===== src/rtl/alarm_timekeeper.sv =====
// MM:SS wall clock and alarm setpoint in BCD with debounced buttons, a three-state
// set-mode FSM, ring timer and buzzer square wave feeding the display multiplexer.
module alarm_timekeeper #(
  parameter int CLK_HZ          = 50000000,
  parameter int DEBOUNCE_CYCLES = 500000,
  parameter int BUZZ_DIV        = 25000,
  parameter int ALARM_SECONDS   = 30
) (
  input  logic        clk,
  input  logic        rst,
  input  logic        btn_mode_n,
  input  logic        btn_inc_n,
  output logic [15:0] disp_bcd,
  output logic [1:0]  blink,
  output logic [1:0]  mode,
  output logic        alarm_en,
  output logic        ringing,
  output logic        sec_pulse,
  output logic        buzz
);

  localparam int PW = $clog2(CLK_HZ + 1);
  localparam int DW = $clog2(DEBOUNCE_CYCLES + 1);
  localparam int BW = $clog2(BUZZ_DIV + 1);
  localparam int RW = 12;
  localparam logic [PW-1:0] PRESC_MAX = PW'(CLK_HZ - 1);
  localparam logic [DW-1:0] DEB_MAX   = DW'(DEBOUNCE_CYCLES - 1);
  localparam logic [BW-1:0] BUZZ_MAX  = BW'(BUZZ_DIV - 1);
  localparam logic [RW-1:0] RING_INIT = RW'(ALARM_SECONDS);

  typedef enum logic [1:0] {
    MODE_RUN     = 2'd0,
    MODE_SET_MIN = 2'd1,
    MODE_SET_SEC = 2'd2
  } mode_t;

  // Increment a two-digit BCD field 00..59, wrapping 59 -> 00.
  function automatic logic [7:0] inc_field(input logic [7:0] f);
    logic [7:0] r;
    if (f[3:0] == 4'd9) begin
      if (f[7:4] == 4'd5) r = 8'h00;
      else                r = {f[7:4] + 4'd1, 4'd0};
    end else begin
      r = {f[7:4], f[3:0] + 4'd1};
    end
    return r;
  endfunction

  logic [PW-1:0] presc_r;
  logic [1:0]    sync1_r, sync2_r, db_r, press_r;
  logic [DW-1:0] db_cnt_r [2];
  logic [15:0]   time_r, alarm_r, disp_r;
  logic [15:0]   time_n, alarm_n, time_inc_s, disp_n;
  logic [RW-1:0] ring_cnt_r, rcnt_n;
  logic [BW-1:0] bdiv_r, bdiv_n;
  logic [1:0]    blink_r, blink_n;
  mode_t         mode_r, mode_n;
  logic          tick_s, any_press_s;
  logic          alarm_en_r, en_n, ringing_r, ring_n, buzz_r, buzz_n, sec_pulse_r;

  assign tick_s      = (presc_r == PRESC_MAX);
  assign any_press_s = |press_r;
  assign time_inc_s  = {(time_r[7:0] == 8'h59) ? inc_field(time_r[15:8]) : time_r[15:8],
                        inc_field(time_r[7:0])};

  // Prescaler producing the 1 s tick.
  always_ff @(posedge clk or negedge rst) begin
    if (!rst) begin
      presc_r     <= {PW{1'b0}};
      sec_pulse_r <= 1'b0;
    end else begin
      presc_r     <= tick_s ? {PW{1'b0}} : presc_r + PW'(1);
      sec_pulse_r <= tick_s;
    end
  end

  // Button synchronisers, debouncers and press-event pulses (bit0 mode, bit1 inc).
  always_ff @(posedge clk or negedge rst) begin
    if (!rst) begin
      sync1_r <= 2'b11;
      sync2_r <= 2'b11;
      db_r    <= 2'b11;
      press_r <= 2'b00;
      for (int i = 0; i < 2; i++) db_cnt_r[i] <= {DW{1'b0}};
    end else begin
      sync1_r <= {btn_inc_n, btn_mode_n};
      sync2_r <= sync1_r;
      for (int i = 0; i < 2; i++) begin
        if (sync2_r[i] == db_r[i]) begin
          db_cnt_r[i] <= {DW{1'b0}};
          press_r[i]  <= 1'b0;
        end else if (db_cnt_r[i] == DEB_MAX) begin
          db_cnt_r[i] <= {DW{1'b0}};
          db_r[i]     <= sync2_r[i];
          press_r[i]  <= ~sync2_r[i];
        end else begin
          db_cnt_r[i] <= db_cnt_r[i] + DW'(1);
          press_r[i]  <= 1'b0;
        end
      end
    end
  end

  // Next-state logic: time, ring control, mode FSM, alarm edits, buzzer, display.
  always_comb begin
    time_n  = tick_s ? time_inc_s : time_r;
    alarm_n = alarm_r;
    en_n    = alarm_en_r;
    mode_n  = mode_r;
    ring_n  = ringing_r;
    rcnt_n  = ring_cnt_r;
    buzz_n  = 1'b0;
    bdiv_n  = {BW{1'b0}};
    disp_n  = time_r;
    blink_n = 2'b00;

    // The trigger compares against the pre-edit alarm register.
    if (ringing_r && any_press_s) begin
      ring_n = 1'b0;
      rcnt_n = {RW{1'b0}};
    end else if (ringing_r && tick_s) begin
      rcnt_n = ring_cnt_r - RW'(1);
      ring_n = (ring_cnt_r != RW'(1));
    end else if (!ringing_r && tick_s && alarm_en_r && (time_inc_s == alarm_r)) begin
      ring_n = 1'b1;
      rcnt_n = RING_INIT;
    end else begin
      ring_n = ringing_r;
    end

    if (ringing_r && any_press_s) begin
      mode_n = mode_r;
    end else if (press_r[0]) begin
      case (mode_r)
        MODE_RUN:     mode_n = MODE_SET_MIN;
        MODE_SET_MIN: mode_n = MODE_SET_SEC;
        MODE_SET_SEC: begin
          mode_n = MODE_RUN;
          en_n   = 1'b1;
        end
        default:      mode_n = MODE_RUN;
      endcase
    end else if (press_r[1]) begin
      case (mode_r)
        MODE_RUN:     en_n          = ~alarm_en_r;
        MODE_SET_MIN: alarm_n[15:8] = inc_field(alarm_r[15:8]);
        MODE_SET_SEC: alarm_n[7:0]  = inc_field(alarm_r[7:0]);
        default:      en_n          = alarm_en_r;
      endcase
    end else begin
      mode_n = mode_r;
    end

    // Divider and buzz restart from zero on the cycle ringing rises.
    if (!ring_n || !ringing_r) begin
      buzz_n = 1'b0;
      bdiv_n = {BW{1'b0}};
    end else if (bdiv_r == BUZZ_MAX) begin
      buzz_n = ~buzz_r;
      bdiv_n = {BW{1'b0}};
    end else begin
      buzz_n = buzz_r;
      bdiv_n = bdiv_r + BW'(1);
    end

    case (mode_r)
      MODE_RUN: begin
        disp_n  = time_r;
        blink_n = 2'b00;
      end
      MODE_SET_MIN: begin
        disp_n  = alarm_r;
        blink_n = 2'b10;
      end
      MODE_SET_SEC: begin
        disp_n  = alarm_r;
        blink_n = 2'b01;
      end
      default: begin
        disp_n  = time_r;
        blink_n = 2'b00;
      end
    endcase
  end

  // State and output registers.
  always_ff @(posedge clk or negedge rst) begin
    if (!rst) begin
      time_r     <= 16'h0000;
      alarm_r    <= 16'h0000;
      alarm_en_r <= 1'b0;
      mode_r     <= MODE_RUN;
      ringing_r  <= 1'b0;
      ring_cnt_r <= {RW{1'b0}};
      buzz_r     <= 1'b0;
      bdiv_r     <= {BW{1'b0}};
      disp_r     <= 16'h0000;
      blink_r    <= 2'b00;
    end else begin
      time_r     <= time_n;
      alarm_r    <= alarm_n;
      alarm_en_r <= en_n;
      mode_r     <= mode_n;
      ringing_r  <= ring_n;
      ring_cnt_r <= rcnt_n;
      buzz_r     <= buzz_n;
      bdiv_r     <= bdiv_n;
      disp_r     <= disp_n;
      blink_r    <= blink_n;
    end
  end

  assign disp_bcd  = disp_r;
  assign blink     = blink_r;
  assign mode      = mode_r;
  assign alarm_en  = alarm_en_r;
  assign ringing   = ringing_r;
  assign sec_pulse = sec_pulse_r;
  assign buzz      = buzz_r;

endmodule


===== config.mk =====
export PLATFORM = sky130hd
export DESIGN_NAME = alarm_timekeeper
export DESIGN_NICKNAME = d
export VERILOG_FILES = /design/src/rtl/alarm_timekeeper.sv
export SDC_FILE = /design/constraint.sdc
export NUM_CORES = 1
export LEC_CHECK = 0
export ABC_AREA = 1
export BUFFER_PORTS_ARGS = -buffer_cell sky130_fd_sc_hd__buf_2
export CELL_PAD_IN_SITES_DETAIL_PLACEMENT = 0
export CELL_PAD_IN_SITES_GLOBAL_PLACEMENT = 2
export CORE_ASPECT_RATIO = 1.1
export CORE_MARGIN = 5
export CORE_UTILIZATION = 41
export DETAILED_ROUTE_END_ITERATION = 6
export PLACE_DENSITY = 0.83
export SLEW_MARGIN = 30
export SYNTH_ARGS = -nofsm -noshare
export SYNTH_HDL_FRONTEND = slang
export SYNTH_SLANG_ARGS = --single-unit

===== constraint.sdc =====
create_clock -name clk -period 6.8 [get_ports clk]
set_clock_uncertainty 0.2 [all_clocks]
set_input_delay 0.68 -clock clk [delete_from_list [all_inputs] [get_ports clk]]
set_output_delay 0.68 -clock clk [all_outputs]
set_load 0.01 [all_outputs]

After elaboration in Yosys (flattened, before gate mapping)
Cells that the tools add are included.
W data, S select, Z words.
{"block": "word_totals", "romBits": 0, "input_bits": 4, "ramBits": 0, "output_inout_bits": 24, "register_bits": 155, "latchBits": 0, "word_cells": 121, "memories": 0}
{"block": "classes", "n_addsub": 13, "multipliers": 0, "div_mod_pow": 0, "shift": 0, "eq_ne": 20, "n_bitwise": 8, "magnitude_cmp": 0, "n_reduce_logical": 23, "muxes": 35}
{"cell": "$mux W19", "count": 4}
{"cell": "$mux W8", "count": 7}
{"cell": "$add A19 B1 Y19 const B", "count": 2}
{"cell": "$eq A19 B19 Y1 const B", "count": 2}
{"cell": "$mux W12", "count": 3}
{"cell": "$add A4 B1 Y4 const B", "count": 8}
{"cell": "$mux W15", "count": 2}
{"cell": "$add A26 B1 Y26 const B", "count": 1}
{"cell": "$eq A26 B26 Y1 const B", "count": 1}
{"cell": "$mux W26", "count": 1}
{"cell": "$eq A16 B16 Y1", "count": 1}
{"cell": "$eq A4 B3 Y1 const B", "count": 4}
{"cell": "$eq A4 B4 Y1 const B", "count": 4}
{"cell": "$mux W16", "count": 1}
{"cell": "$add A15 B1 Y15 const B", "count": 1}
{"cell": "$eq A15 B15 Y1 const B", "count": 1}
{"cell": "$mux W1", "count": 13}
{"cell": "$ne A12 B1 Y1 const B", "count": 1}
{"cell": "$reduce_and A4 Y1", "count": 3}
{"cell": "$sub A12 B1 Y12 const B", "count": 1}
{"cell": "$reduce_and A5 Y1", "count": 2}
{"cell": "$eq A8 B7 Y1 const B", "count": 1}
{"cell": "$mux W4", "count": 2}
{"cell": "$not A1 Y1", "count": 8}
{"cell": "other kinds (13)", "count": 25}

Longest topological paths before layout
Gate-level depths: netlist of run 1.
{"block": "logic_depth", "depth_word": 12, "ltp_mapped": 17, "mapped_depth_nobuf": 17}

Worst setup path after synthesis of run 1
OpenSTA, ideal clock, no wires.
{"block": "synth_timing", "path_kind": "reg2reg", "from": "reg time_r[5]", "to": "reg ring_cnt_r[3]", "arrival_time_ps": 1832, "n_path_buf": 1, "setup_time_ps": 117, "path_slack_ps": 4652, "path_stages_with_launch": 15, "period_less_slack_ps": 2148, "t_required_ps": 6483, "cell_sequence": "dfrtp_1 > inv_1 > ha_1 > nand3_1 > nor2_8 > nand3_1 > nand3_1 > nand2_1 > nor2_1 > nand2_1 > nor2_1 > nand2_2 > buf_6 > nand3_1 > nand2_1"}
{"block": "synth_between", "elab_chain_cells": 6, "elab_cells_between_ends": 9, "classes_between": "add/sub (1); eq/ne (3); mux (3); reduce/logical (2)"}
{"element": "start, declared", "line": "52", "text": "logic [15:0] time_r, alarm_r, disp_r;"}
{"element": "start signal, assigned", "line": "200", "text": "time_r <= time_n;"}
{"element": "$add A4 B1 Y4 / $eq A4 B3 Y1 (equally long branches)", "line": "42, 41"}
{"element": "$mux W8", "line": "41", "text": "if (f[7:4] == 4'd5) r = 8'h00;"}
{"element": "$mux W8", "line": "40", "text": "if (f[3:0] == 4'd9) begin"}
{"element": "$eq A16 B16 Y1 (*)", "line": "124", "text": "end else if (!ringing_r && tick_s && alarm_en_r && (time_inc_s == alarm_r)) begin"}
{"element": "$logic_and A1 B1 Y1 (*)", "line": "124"}
{"element": "$reduce_bool A3 Y1 (no source line) (*)"}
{"element": "end signal, assigned", "line": "194", "text": "ring_cnt_r <= {RW{1'b0}};"}
{"element": "end signal, assigned", "line": "205", "text": "ring_cnt_r <= rcnt_n;"}
{"element": "end, declared", "line": "54", "text": "logic [RW-1:0] ring_cnt_r, rcnt_n;"}
Every way passes the cells marked *; elsewhere a longest branch is shown, timed or not.
A chain may end at the register's enable or synchronous reset.

Worst setup path after layout of run 1
{"block": "layout_timing", "from": "reg presc_r[0]", "to": "reg ring_cnt_r[3]"}
{"block": "layout_between", "elab_chain_cells": 5, "elab_cells_between_ends": 8, "classes_between": "eq/ne (1); mux (2); reduce/logical (5)"}
{"element": "start, declared", "line": "49", "text": "logic [PW-1:0] presc_r;"}
{"element": "start signal, assigned", "line": "69", "text": "presc_r <= {PW{1'b0}};"}
{"element": "start signal, assigned", "line": "72", "text": "presc_r <= tick_s ? {PW{1'b0}} : presc_r + PW'(1);"}
{"element": "$eq A26 B26 Y1 (*)", "line": "61", "text": "assign tick_s = (presc_r == PRESC_MAX);"}
{"element": "$logic_and A1 B1 Y1 (3 in series)", "line": "124"}
{"element": "$reduce_bool A3 Y1 (no source line)"}
Marked as above.

==> results by group, run 1 <==
Floorplanning
  • Initial Utilization: approximately two fifths
  • DIE AREA: 22200 µm²
  • Die X: 142 µm
  • Core ar.: between 15000 and 20000 µm²
  • Die Span Y: 156 µm
  • Boundary Pins: 28
  • Row count: 53

Power and ir drop
  • Leak: 4.12 nW
  • P per Cell Area: 214 nW/µm²
  • Max VDD drop: between 150 and 200 µV

Route
  • Via count: between 6000 and 7000
  • Avg WL per Cell: between 10 and 15 µm
  • Drt total wl: around 17000 µm
  • Vias per cell: 4.88
  • DRT antenna net count: 0
  • First drt pass iteration count: 5
  • # DRC: 0
  • Initial DRC Count: 271

Clock network
  • CTS tree: done
  • Clk_lat worst skew: 0.42 ns
  • Hold-fix buffers at CTS: 0
  • CTS max path bufs: 2
  • Gates resized, CTS repair: 0
  • Worst-path clk slew: 0.06 ns
  • Number of setup buffers added after CTS: 0
  • TritonCTS Buffers: 17
  • # clock sinks: around 160
  • CTS root buffer: clkbuf_16
  • # H-tree levels: 4

Final layout
  • Layout area overhead: 12.8%
  • Multi-input logic area: about 3500 µm²
  • Most frequent cells in the layout: nand2_1 (209), dfrtp_1 (149), nor2_1 (128)
  • Share of cells above drive strength 1: under 10%
  • FF/Latch Area: 3890 µm²
  • Ant. Diodes: 0
  • Number of fill cells: roughly 1900
  • Final core utilization: 46.9%
  • Final net count: roughly 1000
  • Finished Cell Area: 8930 µm²
  • Commonest non-fill, non-tap cell in the layout: nand2_1

Worst setup path
  • Worst Path Arrival: between 2 and 3 ns
  • CP Cell Sequence: ha_1 -> nand3_2 -> nor3_2 -> nand3_2 -> buf_4 -> nor2_2 -> nor2_1 -> nand2_1 -> nand2_1 -> nand2_1
  • Worst path bufs/invs: 1
  • Slowest stage cell, crit path: nor2_1
  • Family with the most delay on the worst path: simple AND/OR/NAND/NOR gates
  • Reg2Reg Depth: 10
  • CP Max Fanout: 35
  • Worst EP required: roughly 7 ns
  • Startpoint types: flop
  • Critical path class: reg2reg
  • Endpoint class of the critical path: flop
  • Crit-path most repeated cell: nand2_1
  • Crit. path cell count: 10
  • Critical Path Max Stage Delay: 0.69 ns

Yosys
  • Number of synthesized flops with an enable pin: 0
  • Sequential-to-total area share from yosys stat: 49.1%
  • Top FF cell, synth: dfrtp_1
  • Net Count, Synth: about 1000
  • Post-synth cell types: 45
  • Mapped Area: ~8000 µm²
  • Seq cells post-synth: 155
  • Mean Syn Cell Area: around 8 µm²
  • Mapped Cells: between 900 and 1000
  • Post-synth ARST share: 100%
  • Yosys warns: 0

Status
  • Outcome: finished clean

Placed design
  • Number of I/O port buffers: 27
  • Area post-placement: around 8300 µm²
  • GP Congestion: roughly 0.8
  • Post-DP HPWL: 12100 µm
  • Pre-CTS WS: 4.04 ns

Timing
  • Setup TNS: 0 ns
  • Slew at the pin closest to its max-slew limit: roughly 0.9 ns
  • Final-report max-slew violation count: 0
  • Slew HR: 40.9%
  • Min cycle time layout: roughly 2.8 ns
  • Hold Slack: between 0.1 and 0.15 ns
  • Final Setup Violations: 0
  • RSZ-0062 raised after global routing: false
  • Final-report hold violation count: 0
  • Max Clk Rate: around 0.36 GHz
  • Final period util: 40.7%
  • Final worst slack: slightly above 4 ns

Min path
  • Worst hold path class: in2async

GRT
  • Vias in the first global route: 6188
  • Initial antenna violation count: 0
  • Largest net degree at the start of global routing: approximately 90
  • GRT overflow: 0
  • All-layer global routing usage: between 10% and 20%
  • First-pass GRT wire length: between 20000 and 30000 µm

Job
  • Max-Cap Viols: 0
==> sequential cells by signal, indices dropped and copies added, names as in the netlist, 12 cells and up <==
| signal | count |
|---|---|
| ring_cnt_r | 12 |
| time_r | 16 |
| alarm_r | 16 |
| db_cnt_r | 38 |
| presc_r | 26 |
| bdiv_r | 15 |
| disp_bcd | 16 |
==> worst register-to-register path, delay by kind of cell, from the launching register on <==
kind	cells	cell delay (ns)
simple gates	8	1.45
flops	1	0.42
buf+inv	1	0.33
fa+ha+maj	1	0.25
==> where the power goes <==
group / internal [W] / switching, W / leakage [nW]
combinational: 0.00000532 / 0.0000251 / 1.71
sequential: 0.000927 / 0.00000278 / 2.13
clock: 0.000574 / 0.000378 / 0.281
==> final cells by class <==
| class | instances | area share [%] |
|---|---|---|
| clock inverters | 8 | 1.23 |
| repair buffers | 30 | 1.88 |
| clock buffers | 24 | 5.39 |
| inverters | 131 | 5.50 |
| well taps | 247 | 3.46 |
| flip-flops and latches | 155 | 43.5 |
| multi-input cells | 686 | 39.0 |
==> logic make-up (layout without fill, tap and decap cells) <==
family                     after synthesis  after routing  synth area share (%)
and+or+nand+nor                        502            502                  28.5
adders and majority gates               13             13                  2.05
buffers and inverters                  143            193                  6.91
AOI/OAI and AO/OA                      128            128                  8.66
muxes                                    2              2                 0.253
DFF                                    155            155                  49.1
xor gates and xnor gates                41             41                  4.54
==> per-layer routing <==
layer,part of all wire [%],track usage (%),vias up
li1,-,-,3262
met1,49,21.6,2920
met2,48,27.0,47
met3,2.2,2.88,16
met4,1.2,4.89,0
met5,0,0,-
==> metrics by stage <==
step	power [W]	instances
5_1_grt	0.00199	1281
2_1_floorplan	0.000956	984
3_5_place_dp	0.000979	1249
6_report	0.00191	1281
3_3_place_gp	0.000979	1249
4_1_cts	0.00195	1281
==> worst paths after layout <==
path / slack, ns / start / endpoint
worst min-delay path: 0.14 / rst / presc_r[0]
max in group asynchronous: 5.15 / rst / bdiv_r[8]
min in group clk: 0.16 / btn_inc_n / sync1_r[1]
worst max-delay path: 4.04 / presc_r[0] / ring_cnt_r[3]
worst max register to register: 4.04 / presc_r[0] / ring_cnt_r[3]
worst min register to register: 0.16 / sync1_r[1] / sync2_r[1]
==> cell usage after synthesis (3+ instances only) <==
| master | number | area share, % |
|---|---|---|
| nor2_2 | 5 | 0.40 |
| nand3b_1 | 3 | 0.28 |
| inv_1 | 126 | 6.0 |
| o211ai_1 | 3 | 0.28 |
| dfrtp_1 | 149 | 47 |
| nand3_1 | 81 | 5.1 |
| nor3_1 | 22 | 1.4 |
| nand4_1 | 18 | 1.4 |
| a211oi_1 | 4 | 0.38 |
| nand2_1 | 209 | 9.9 |
| nand3_2 | 4 | 0.51 |
| ha_1 | 13 | 2.1 |
| clkbuf_1 | 9 | 0.43 |
| xnor2_1 | 10 | 1.1 |
| xor2_1 | 31 | 3.4 |
| dfstp_2 | 6 | 2.0 |
| inv_2 | 4 | 0.19 |
| nor2_1 | 128 | 6.1 |
| o21ai_0 | 62 | 3.9 |
| nor3b_1 | 5 | 0.47 |
| a21oi_1 | 43 | 2.7 |
| o21a_1 | 3 | 0.28 |
| nor3_2 | 3 | 0.38 |
| a31oi_1 | 5 | 0.40 |
| nor4_1 | 9 | 0.71 |
No activity file was read; power rests on OpenSTA's default activity.
==> run 2, diff against run 1 <==
--- a/config.mk
+++ b/config.mk
@@ -11,9 +11,9 @@
 export CELL_PAD_IN_SITES_GLOBAL_PLACEMENT = 2
 export CORE_ASPECT_RATIO = 1.1
 export CORE_MARGIN = 5
-export CORE_UTILIZATION = 41
+export CORE_UTILIZATION = 38
 export DETAILED_ROUTE_END_ITERATION = 6
-export PLACE_DENSITY = 0.83
+export PLACE_DENSITY = 0.78
 export SLEW_MARGIN = 30
 export SYNTH_ARGS = -nofsm -noshare
 export SYNTH_HDL_FRONTEND = slang
==> constraint.sdc (replaced) <==
create_clock -name clk -period 2.6 [get_ports clk]
set_clock_uncertainty 0.2 [all_clocks]
set_input_delay 0.26 -clock clk [delete_from_list [all_inputs] [get_ports clk]]
set_output_delay 0.26 -clock clk [all_outputs]
set_load 0.01 [all_outputs]
==> run 2 against run 1 <==
Against the previous run:
- wire length is 6.0% higher
- sequential power grew to 2.6 times the previous value
- largest power group unchanged
- highest routed layer unchanged
- count of clock-buffer cells in the layout is 3 lower
- utilization is 1.8 points lower
==> results by group, run 2 (synthesis gave the netlist of run 1 again) <==
Min path
  • Worst Hold End: sync2_r[1]
  • HP Start: sync1_r[1]
  • Worst hold path class: reg2reg
  • Hold depth: 0

Final layout
  • Finished Cell Area: 9290 µm² (+4.0%)
  • Final core utilization: 45.2% (-1.8 points)
  • Share of cells above drive strength 1: 12.2% (+3.6 points)
  • Biggest register: db_cnt_r
  • Layout area overhead: 17.4%
  • Max FFs per register: 38 (unchanged)
  • Regs by FF count: db_cnt_r: 38 flops, presc_r: 26 flops
  • Final net count: 1070 (+3.1%)
  • Number of fill cells: 2056 (+7.2%)
  • Ant. Diodes: 0 (unchanged)
  • Most frequent cells in the layout: nand2_1 (206), dfrtp_1 (149), inv_1 (125)
  • Commonest non-fill, non-tap cell in the layout: nand2_1

Worst setup path
  • Critical path class: reg2reg
  • Worst Path Arrival: 2.56 ns (-0.31 ns)
  • Reg2Reg Depth: 15 (+5)
  • CP Max Fanout: 7 (-80%)
  • Reg2reg end: ring_cnt_r[2]
  • Reg2Reg Launch Point: time_r[5]
  • Endpoint class of the critical path: flop
  • Reg2reg setup slack: 0.18 ns (-3.85 ns)
  • Startpoint types: flop
  • Worst EP required: 2.75 ns (-4.16 ns)

Route
  • Initial DRC Count: 318 (+17%)
  • First drt pass iteration count: 5 (unchanged)
  • Via count: 6429 (+2.9%)
  • Drt total wl: 18000 µm (+6.0%)
  • Vias per cell: 4.86 (-0.25%)
  • Avg WL per Cell: 13.6 µm (+2.7%)
  • DRT antenna net count: 0 (unchanged)
  • # DRC: 0 (unchanged)

Clock network
  • # H-tree levels: 4 (unchanged)
  • CTS tree: done
  • Worst-path clk slew: 0.06 ns (about the same)
  • Clk_lat worst skew: 0.42 ns (about the same)
  • # clock sinks: 155 (unchanged)
  • CTS max path bufs: 2 (unchanged)
  • CTS root buffer: clkbuf_16
  • TritonCTS Buffers: 17 (unchanged)

Floorplanning
  • Die Span Y: 161 µm (+3.6%)
  • Row count: 55 (+3.8%)
  • Core ar.: 20600 µm² (+8.1%)
  • DIE AREA: 23800 µm² (+7.4%)
  • Die X: 148 µm (+3.6%)
  • Initial Utilization: 38.5% (-3.1 points)
  • Boundary Pins: 28 (unchanged)

Placed design
  • Number of I/O port buffers: 27 (unchanged)
  • Post-DP HPWL: 12800 µm (+6.1%)
  • Area post-placement: 8550 µm² (+2.6%)
  • GP Congestion: 0.793 (-1.2%)
  • Pre-CTS WS: 0.0428 ns (-4.00 ns)

Timing
  • Max Clk Rate: 0.414 GHz (+14%)
  • Slew HR: 33.5% (-7.4 points)
  • Final period util: 92.9% (+52 points)
  • Setup TNS: 0 ns (unchanged)
  • Final worst slack: 0.184 ns (-3.85 ns)
  • Final-report hold violation count: 0 (unchanged)
  • Final Setup Violations: 0 (unchanged)
  • Slew at the pin closest to its max-slew limit: 0.993 ns (+0.110 ns)
  • Final-report max-slew violation count: 0 (unchanged)
  • Min cycle time layout: 2.42 ns (-0.349 ns)

Power and ir drop
  • Reg power frac: 47.8% (-0.8 points)
  • Internal power: 0.00401 W (+170%)
  • Leak: 4.29 nW (+4.3%)
  • Clock share of power: 50.3% (+0.5 points)
  • Net Sw Frac: 21.2% (-0.036 points)
  • P per Cell Area: 548 nW/µm² (+160%)
  • Max VDD drop: 402 µV (+160%)
  • Comb pwr share: 1.9% (+0.3 points)
  • P_sw: 0.00108 W (+170%)

GRT
  • Vias in the first global route: 6535 (+5.6%)
  • All-layer global routing usage: 16.0% (-0.20 points)
  • Initial antenna violation count: 0 (unchanged)
  • Largest net degree at the start of global routing: 60 (-34%)
  • First-pass GRT wire length: 31500 µm (+6.9%)
  • GRT overflow: 0 (unchanged)

Status
  • Outcome: finished clean

Job
  • Max-Cap Viols: 0 (unchanged)
==> run 2: worst max-delay path by stage <==
| stage | slack (ns) | from | endpoint | cells past startpoint |
|---|---|---|---|---|
| after detailed placement | 0.04 | time_r[5] | ring_cnt_r[3] | 16 |
| after global placement | 0.09 | time_r[5] | ring_cnt_r[4] | 14 |
| after global routing | -0.02 | time_r[5] | ring_cnt_r[6] | 14 |
| final | 0.18 | time_r[5] | ring_cnt_r[2] | 15 |
| after floorplan | 0.45 | time_r[5] | ring_cnt_r[3] | 14 |
| after CTS | 0.02 | time_r[5] | ring_cnt_r[2] | 16 |
==> run 2: power groups by stage <==
stage,Clock [W],Sequential (W),Combinational [W]
after CTS,0.00266,0.00243,0.000102
final,0.00256,0.00243,0.0000945
after global placement,0,0.00248,0.0000967
after global routing,0.00275,0.00243,0.000115
after detailed placement,0,0.00248,0.0000984
after floorplan,0,0.00248,0.0000233
==> run 2: critical path, cell delays in order, from the launching register on <==
cell     delay [ns]
dfrtp_1        0.40
inv_2          0.08
ha_2           0.18
nand2_1        0.09
nor2_4         0.20
nand3_4        0.14
buf_4          0.16
nand4_1        0.08
nand2_1        0.08
nor2_2         0.14
nand2_2        0.08
nor2_4         0.18
nand2_4        0.12
nand2_4        0.09
nand2_1        0.06
nand2_1        0.05
==> run 2: final cells by class <==
class	count	area (µm²)	area share [%]
clock inverter	11	145	1.56
clock buffer	21	460	4.96
sequential	155	3890	41.8
timing repair buffer	61	429	4.62
inverter	131	492	5.29
multi-input combinational	687	3560	38.3
tap	256	320	3.45
==> run 2: metrics by stage <==
step / instances / hold WS, ns / power, W
2_1_floorplan: 984 / -0.236 / 0.00250
3_5_place_dp: 1282 / 0.0912 / 0.00258
4_1_cts: 1317 / 0.161 / 0.00519
3_3_place_gp: 1282 / 0.0771 / 0.00257
6_report: 1322 / 0.160 / 0.00509
5_1_grt: 1322 / 0.165 / 0.00529
==> run 2: repair_timing <==
item                                   in CTS  in global routing
setup buffers                               0                  4
gates resized for setup                     0                 18
setup endpoints to repair                   0                 14
endpoints found under the hold margin      54                  0
hold buffers                                3                  0
==> run 2: metal layers <==
| metal | track usage [%] | wire length (µm) | vias up |
|---|---|---|---|
| li1 | - | - | 3332 |
| met1 | 22.1 | 9030 | 3007 |
| met2 | 25.7 | 8210 | 76 |
| met3 | 2.92 | 470 | 14 |
| met4 | 4.79 | 242 | 0 |
| met5 | 0 | 0 | - |
